`src/rtl/event_bfm_pkg.sv`:
```
// Shared definitions for the event BFM scheduler.
//   EV_MAX_WIDTH  : width of the upd_data record field (event values are
//                   zero-extended to this width)
//   sched_state_e : scheduler FSM states
package event_bfm_pkg;

  localparam int unsigned EV_MAX_WIDTH = 64;

  typedef enum logic [1:0] {
    IDLE    = 2'd0,
    ARB     = 2'd1,
    PRESENT = 2'd2
  } sched_state_e;

endpackage

```
`src/rtl/event_bfm_rr_arb.sv`:
```
// Round-robin arbiter, purely combinational.
//   req : request vector, one bit per channel
//   ptr : index of the most recently served channel (it is checked last)
//   gnt : one-hot grant, zero when no request is set
//   idx : binary index of the granted channel (0 when no request is set)
module event_bfm_rr_arb #(
  parameter int unsigned N  = 4,
  parameter int unsigned CW = (N > 1) ? $clog2(N) : 1
) (
  input  logic [N-1:0]  req,
  input  logic [CW-1:0] ptr,
  output logic [N-1:0]  gnt,
  output logic [CW-1:0] idx
);

  logic found;

  // Two passes replace the modulo rotation: first the channels above ptr,
  // then wrap around to 0..ptr, so ptr itself has the lowest priority.
  always_comb begin
    gnt   = '0;
    idx   = '0;
    found = 1'b0;
    for (int unsigned i = 0; i < N; i++) begin
      if (!found && req[i] && (CW'(i) > ptr)) begin
        gnt[i] = 1'b1;
        idx    = CW'(i);
        found  = 1'b1;
      end
    end
    for (int unsigned i = 0; i < N; i++) begin
      if (!found && req[i] && (CW'(i) <= ptr)) begin
        gnt[i] = 1'b1;
        idx    = CW'(i);
        found  = 1'b1;
      end
    end
  end

endmodule

```
`src/rtl/event_bfm_sched.sv`:
```
// Event BFM scheduler: watches N_CH event vectors and emits one update
// record per detected change through a valid/ready handshake.
//   clk, rst   : clock, asynchronous active-high reset
//   ev, en     : channel event vectors (channel i at [i*WIDTH +: WIDTH]) and
//                per-channel enables
//   upd_*      : update record (valid/ready, channel, zero-extended data,
//                first-report flag)
//   pend       : per-channel pending status (combinational)
//   ovf,ovf_clr: sticky per-channel overflow flags and their bitwise clear
module event_bfm_sched
  import event_bfm_pkg::*;
#(
  parameter int unsigned N_CH  = 4,
  parameter int unsigned WIDTH = 32,
  localparam int unsigned CW   = (N_CH > 1) ? $clog2(N_CH) : 1
) (
  input  logic                    clk,
  input  logic                    rst,
  input  logic [N_CH*WIDTH-1:0]   ev,
  input  logic [N_CH-1:0]         en,
  output logic                    upd_valid,
  input  logic                    upd_ready,
  output logic [CW-1:0]           upd_chan,
  output logic [EV_MAX_WIDTH-1:0] upd_data,
  output logic                    upd_first,
  output logic [N_CH-1:0]         pend,
  output logic [N_CH-1:0]         ovf,
  input  logic [N_CH-1:0]         ovf_clr
);

  sched_state_e     state;
  logic [CW-1:0]    ptr;
  logic [CW-1:0]    chan_r;
  logic [WIDTH-1:0] data_r;
  logic [WIDTH-1:0] last [N_CH];
  logic [N_CH-1:0]  init;

  logic [WIDTH-1:0] ev_a [N_CH];
  logic [N_CH-1:0]  gnt;
  logic [CW-1:0]    g_idx;
  logic [WIDTH-1:0] ev_g;
  logic [N_CH-1:0]  ovf_set;
  logic             accept;

  always_comb begin
    for (int unsigned i = 0; i < N_CH; i++) begin
      ev_a[i] = ev[i*WIDTH +: WIDTH];
    end
  end

  always_comb begin
    for (int unsigned i = 0; i < N_CH; i++) begin
      pend[i] = en[i] & (init[i] | (ev_a[i] != last[i]));
    end
  end

  event_bfm_rr_arb #(
    .N  (N_CH),
    .CW (CW)
  ) u_arb (
    .req (pend),
    .ptr (ptr),
    .gnt (gnt),
    .idx (g_idx)
  );

  always_comb begin
    ev_g = '0;
    for (int unsigned i = 0; i < N_CH; i++) begin
      if (gnt[i]) ev_g = ev_a[i];
    end
  end

  assign upd_valid = (state == PRESENT);
  assign accept    = upd_valid & upd_ready;
  assign upd_chan  = chan_r;
  // init is all ones during reset, so the flag is qualified by valid to keep
  // it low whenever no record is presented.
  assign upd_first = upd_valid & init[chan_r];

  always_comb begin
    upd_data = '0;
    upd_data[WIDTH-1:0] = data_r;
  end

  // A granted channel moving away from the captured value is an overflow.
  always_comb begin
    ovf_set = '0;
    if (state == PRESENT && ev_a[chan_r] != data_r) ovf_set[chan_r] = 1'b1;
  end

  always_ff @(posedge clk or posedge rst) begin
    if (rst) begin
      state  <= IDLE;
      ptr    <= CW'(N_CH - 1);
      chan_r <= '0;
      data_r <= '0;
      ovf    <= '0;
      init   <= '1;
      for (int unsigned i = 0; i < N_CH; i++) begin
        last[i] <= '0;
      end
    end else begin
      case (state)
        IDLE: state <= ARB;
        ARB: begin
          if (|pend) begin
            data_r <= ev_g;
            chan_r <= g_idx;
            state  <= PRESENT;
          end
        end
        PRESENT: begin
          if (upd_ready) begin
            ptr   <= chan_r;
            state <= ARB;
          end
        end
        default: state <= IDLE;
      endcase

      // Disabled channels track their input silently; an accept on the
      // granted channel overrides this, so it comes after.
      for (int unsigned i = 0; i < N_CH; i++) begin
        if (!en[i]) last[i] <= ev_a[i];
      end
      if (accept) begin
        last[chan_r] <= data_r;
        init[chan_r] <= 1'b0;
      end

      ovf <= (ovf & ~ovf_clr) | ovf_set;
    end
  end

endmodule

```
`config.mk`:
```
export PLATFORM = sky130hd
export DESIGN_NAME = event_bfm_sched
export DESIGN_NICKNAME = d
export VERILOG_FILES = /design/src/rtl/event_bfm_pkg.sv /design/src/rtl/event_bfm_rr_arb.sv /design/src/rtl/event_bfm_sched.sv
export SDC_FILE = /design/constraint.sdc
export NUM_CORES = 1
export LEC_CHECK = 0
export CAP_MARGIN = 25
export CORE_MARGIN = 5
export CORE_UTILIZATION = 59
export CTS_BUF_LIST = sky130_fd_sc_hd__clkbuf_4 sky130_fd_sc_hd__clkbuf_8
export CTS_CLUSTER_SIZE = 30
export DETAILED_ROUTE_END_ITERATION = 8
export MAX_ROUTING_LAYER = met4
export PLACE_DENSITY = 0.89
export SLEW_MARGIN = 20
export SYNTH_ARGS = -nofsm -noshare
export SYNTH_HDL_FRONTEND = slang
export SYNTH_SLANG_ARGS = --single-unit
```
`constraint.sdc`:
```
create_clock -name clk -period 13.4 [get_ports clk]
set_input_delay 2.68 -clock clk [delete_from_list [all_inputs] [get_ports clk]]
set_output_delay 2.68 -clock clk [all_outputs]
set_load 0.01 [all_outputs]
```
==> impl_metrics.ini <==
[status]
outcome = complete, no violations

[logic_synthesis]
ys_ff_latch = 174
syn-instance-count = 1156
synthTopCellsByArea = dfrtp_1 (36%), mux2i_1 (11%), xor2_1 (6.4%)
yosysTopAreaCell = dfrtp_1
synth-xor-area-share = 0.121
synthArstFlopShare = 1.00
syn_area_per_cell_sq_um = 10.0
synth_ff_type = dfrtp_1
synth_top_family_by_area = multiplexers
synthAdderAreaFrac = 0
synth_compound_area_frac = 0.152
synth.most_common_cell = dfrtp_1
netlist.area_leader.share = 0.363
synth_cell_types = 53
ys_seq_area_frac = 0.377
synthTopCellsByCount = dfrtp_1 (168), mux2i_1 (128), nand2_1 (103), o21ai_0 (100), xor2_1 (85)
synthMuxAreaShare = 0.178
synth_edf_count = 0
yosys_warnings = 0
synth_area_sq_mm = 0.0116
synthSimpleGateAreaFrac = 0.114

[power_and_ir_drop]
vdd_drop_max_mv = 0.136
clkPwrFrac = 0.153
seq_power_share = 0.347
p_switching_mw = 1.08
p_int_mw = 1.40
switching_share = 0.436
p_leak_nw = 5.52
p_comb_frac = 0.499
power.density_mw_per_mm2 = 179

[timing]
max_freq_mhz = 125
hold_violations = 0
period_minus_slack_ps = 8000
timing.hold.ws_ps = 504
setup_violations = 0
rsz0062_at_grt = false
setup_slack_ps = 5400
tightest_slew_ps = 970
tns_ps = 0
maxSlewHeadroom = 0.353
fin_skew_ps = 17.0
min_period_over_period = 0.597
drv_slew = 0

[cts]
cts_resized = 0
cts_inserted_buffers = 17
postCtsSetupRepairBufs = 0
cts-root-buf = clkbuf_8
cts.path.max_buffers = 2
cts-htree-levels = 4
clk_latency_ps = 480
ctsHoldBuffers = 0
cts.sinks = 174
clk_pin_slew_ps = 80
cts_tree = built

[floorplanning]
row_count = 51
die_h_um = 150
die_area_sq_mm = 0.0225
die_x_um = 150
io-pin-count = 215
start_util = 0.597
fp.coreArea_sq_mm = 0.0194

[global_route]
track_usage = 0.360
overflow = 0
grt_util_met2 = 0.539
met3_usage = 0.105
use_met1 = 0.449
grt_pass1_vias = 10200
busiest_layer = met2
grt_max_degree = 73
antenna_found_initial = 1
grt_pass1_wl_mm = 60.0

[final_layout]
fin_area_sq_mm = 0.0138
fin_nets = 1430
synthToLayoutAreaGrowth_pct = 19.2
drive_gt1_frac = 0.111

[routing]
drc = 0
wire_per_inst_um = 25.1
wl_mm = 39.4
vias_per_cell = 6.59
via_count = 10300
final_antenna_net_count = 0
drt_iter0_markers = 1395
drt-pass1-iter-count = 6

[critical_path]
r2r_start = last[43]$_DFF_PP0_
crit_start = ev[91]
timing.critical_path.to = pend[2]
path_max_fanout = 5
required_ps = 10720
rr_endpoint = data_r[4]$_DFFE_PP0P_
critPathBufInv = 3
slowest_delay_ps = 520
critPathArrivalTime_ps = 5320
crit_slowest_cell = clkdlybuf4s50_1
crit_top_cell = clkdlybuf4s50_1
crit_cells = 7
critical_path.cell_chain = clkdlybuf4s50_1, xor2_1, nor4_1, nand4_1, o31ai_4, inv_2, clkdlybuf4s50_1
critPathKind = in2out
reg2regPathDepth = 10
worstSetupStartpointType = input pin
regToRegSetupSlack_ps = 9540
end_kind = primary output
cp_top_family = buffers and inverters

[job]
drv_cap = 0

[placement]
place_congestion = 0.999
place_ws_ps = 5510
placed_area_sq_mm = 0.0134
numPortBuffers = 182
dp_hpwl_mm = 26.6

[worst_hold_path]
hold_path_class = reg2reg
[through the flow]
step	power (mW)	instances	util
floorplan	1.61	1187	-
global placement	2.00	1536	0.689
detailed placement	2.05	1537	0.691
CTS	2.43	1568	0.711
global route	2.58	1569	0.711
finish	2.47	1569	0.711
[layer usage]
layer / vias up / wire length (um)
met1: 4956 / 14000
met2: 824 / 17900
met3: 194 / 5080
met5: - / 0
met4: 0 / 2480
li1: 4365 / -
[how the worst min path moves through the flow]
stage,to,start,cells past startpoint
after global routing,init[1]$_DFFE_PP1P_,init[1]$_DFFE_PP1P_,1
final,init[1]$_DFFE_PP1P_,init[1]$_DFFE_PP1P_,1
after global placement,init[2]$_DFFE_PP1P_,init[2]$_DFFE_PP1P_,1
after floorplan,init[2]$_DFFE_PP1P_,init[2]$_DFFE_PP1P_,1
after detailed placement,init[1]$_DFFE_PP1P_,init[1]$_DFFE_PP1P_,1
after CTS,init[1]$_DFFE_PP1P_,init[1]$_DFFE_PP1P_,1
[kinds of logic after synthesis]
| logic type | count (synthesis) |
|---|---|
| other | 1 |
| muxes | 164 |
| AOI/OAI and AO/OA | 253 |
| DFF | 174 |
| buffers and inverters | 126 |
| xor gates and xnor gates | 160 |
| and+or+nand+nor | 278 |
[state kept, by name (all words and copies together) (netlist names)]
| register | cells |
|---|---|
| upd_chan | 2 |
| state | 2 |
| data_r | 32 |
| ptr | 2 |
| last | 128 |
| ovf | 4 |
| init | 4 |
[cells in the final DEF (no fill, tap or decap), types with 28 or more instances in the layout]
cell type,count
mux4_2,33
a221oi_1,32
mux2i_1,128
xnor2_1,75
nand2_1,103
o21ai_0,100
a31oi_1,33
xor2_1,85
a21oi_1,34
dfrtp_1,166
nor2_1,69
o31ai_2,28
conb_1,32
and2_1,33
clkdlybuf4s50_1,178
[power groups by stage]
stage | registers, mW | logic, mW | clock network [mW]
CTS | 0.852 | 1.20 | 0.378
floorplan | 0.833 | 0.775 | 0
detailed placement | 0.861 | 1.19 | 0
global placement | 0.850 | 1.15 | 0
global route | 0.877 | 1.30 | 0.402
finish | 0.859 | 1.23 | 0.379
[cell type report]
class | count | area, sq um
Multi-Input combinational cell | 887 | 6700
Fill cell | 1365 | 5600
Sequential cell | 174 | 4360
Timing Repair Buffer | 199 | 1950
Tap cell | 265 | 332
Clock buffer | 19 | 262
Clock inverter | 12 | 135
Inverter | 12 | 52.6
Antenna cell | 1 | 2.50
[worst register-to-register path: stages (launching register included)]
cell and delay (ps):
dfrtp_1 410, xor2_1 160, nor4_1 680, nand3_1 260, o31ai_4 370, inv_2 130, o21bai_1 170, a32o_2 140
buf_4 440, nand2b_4 750, o31ai_1 200
Note: power is estimated with default switching activity, not from simulation.
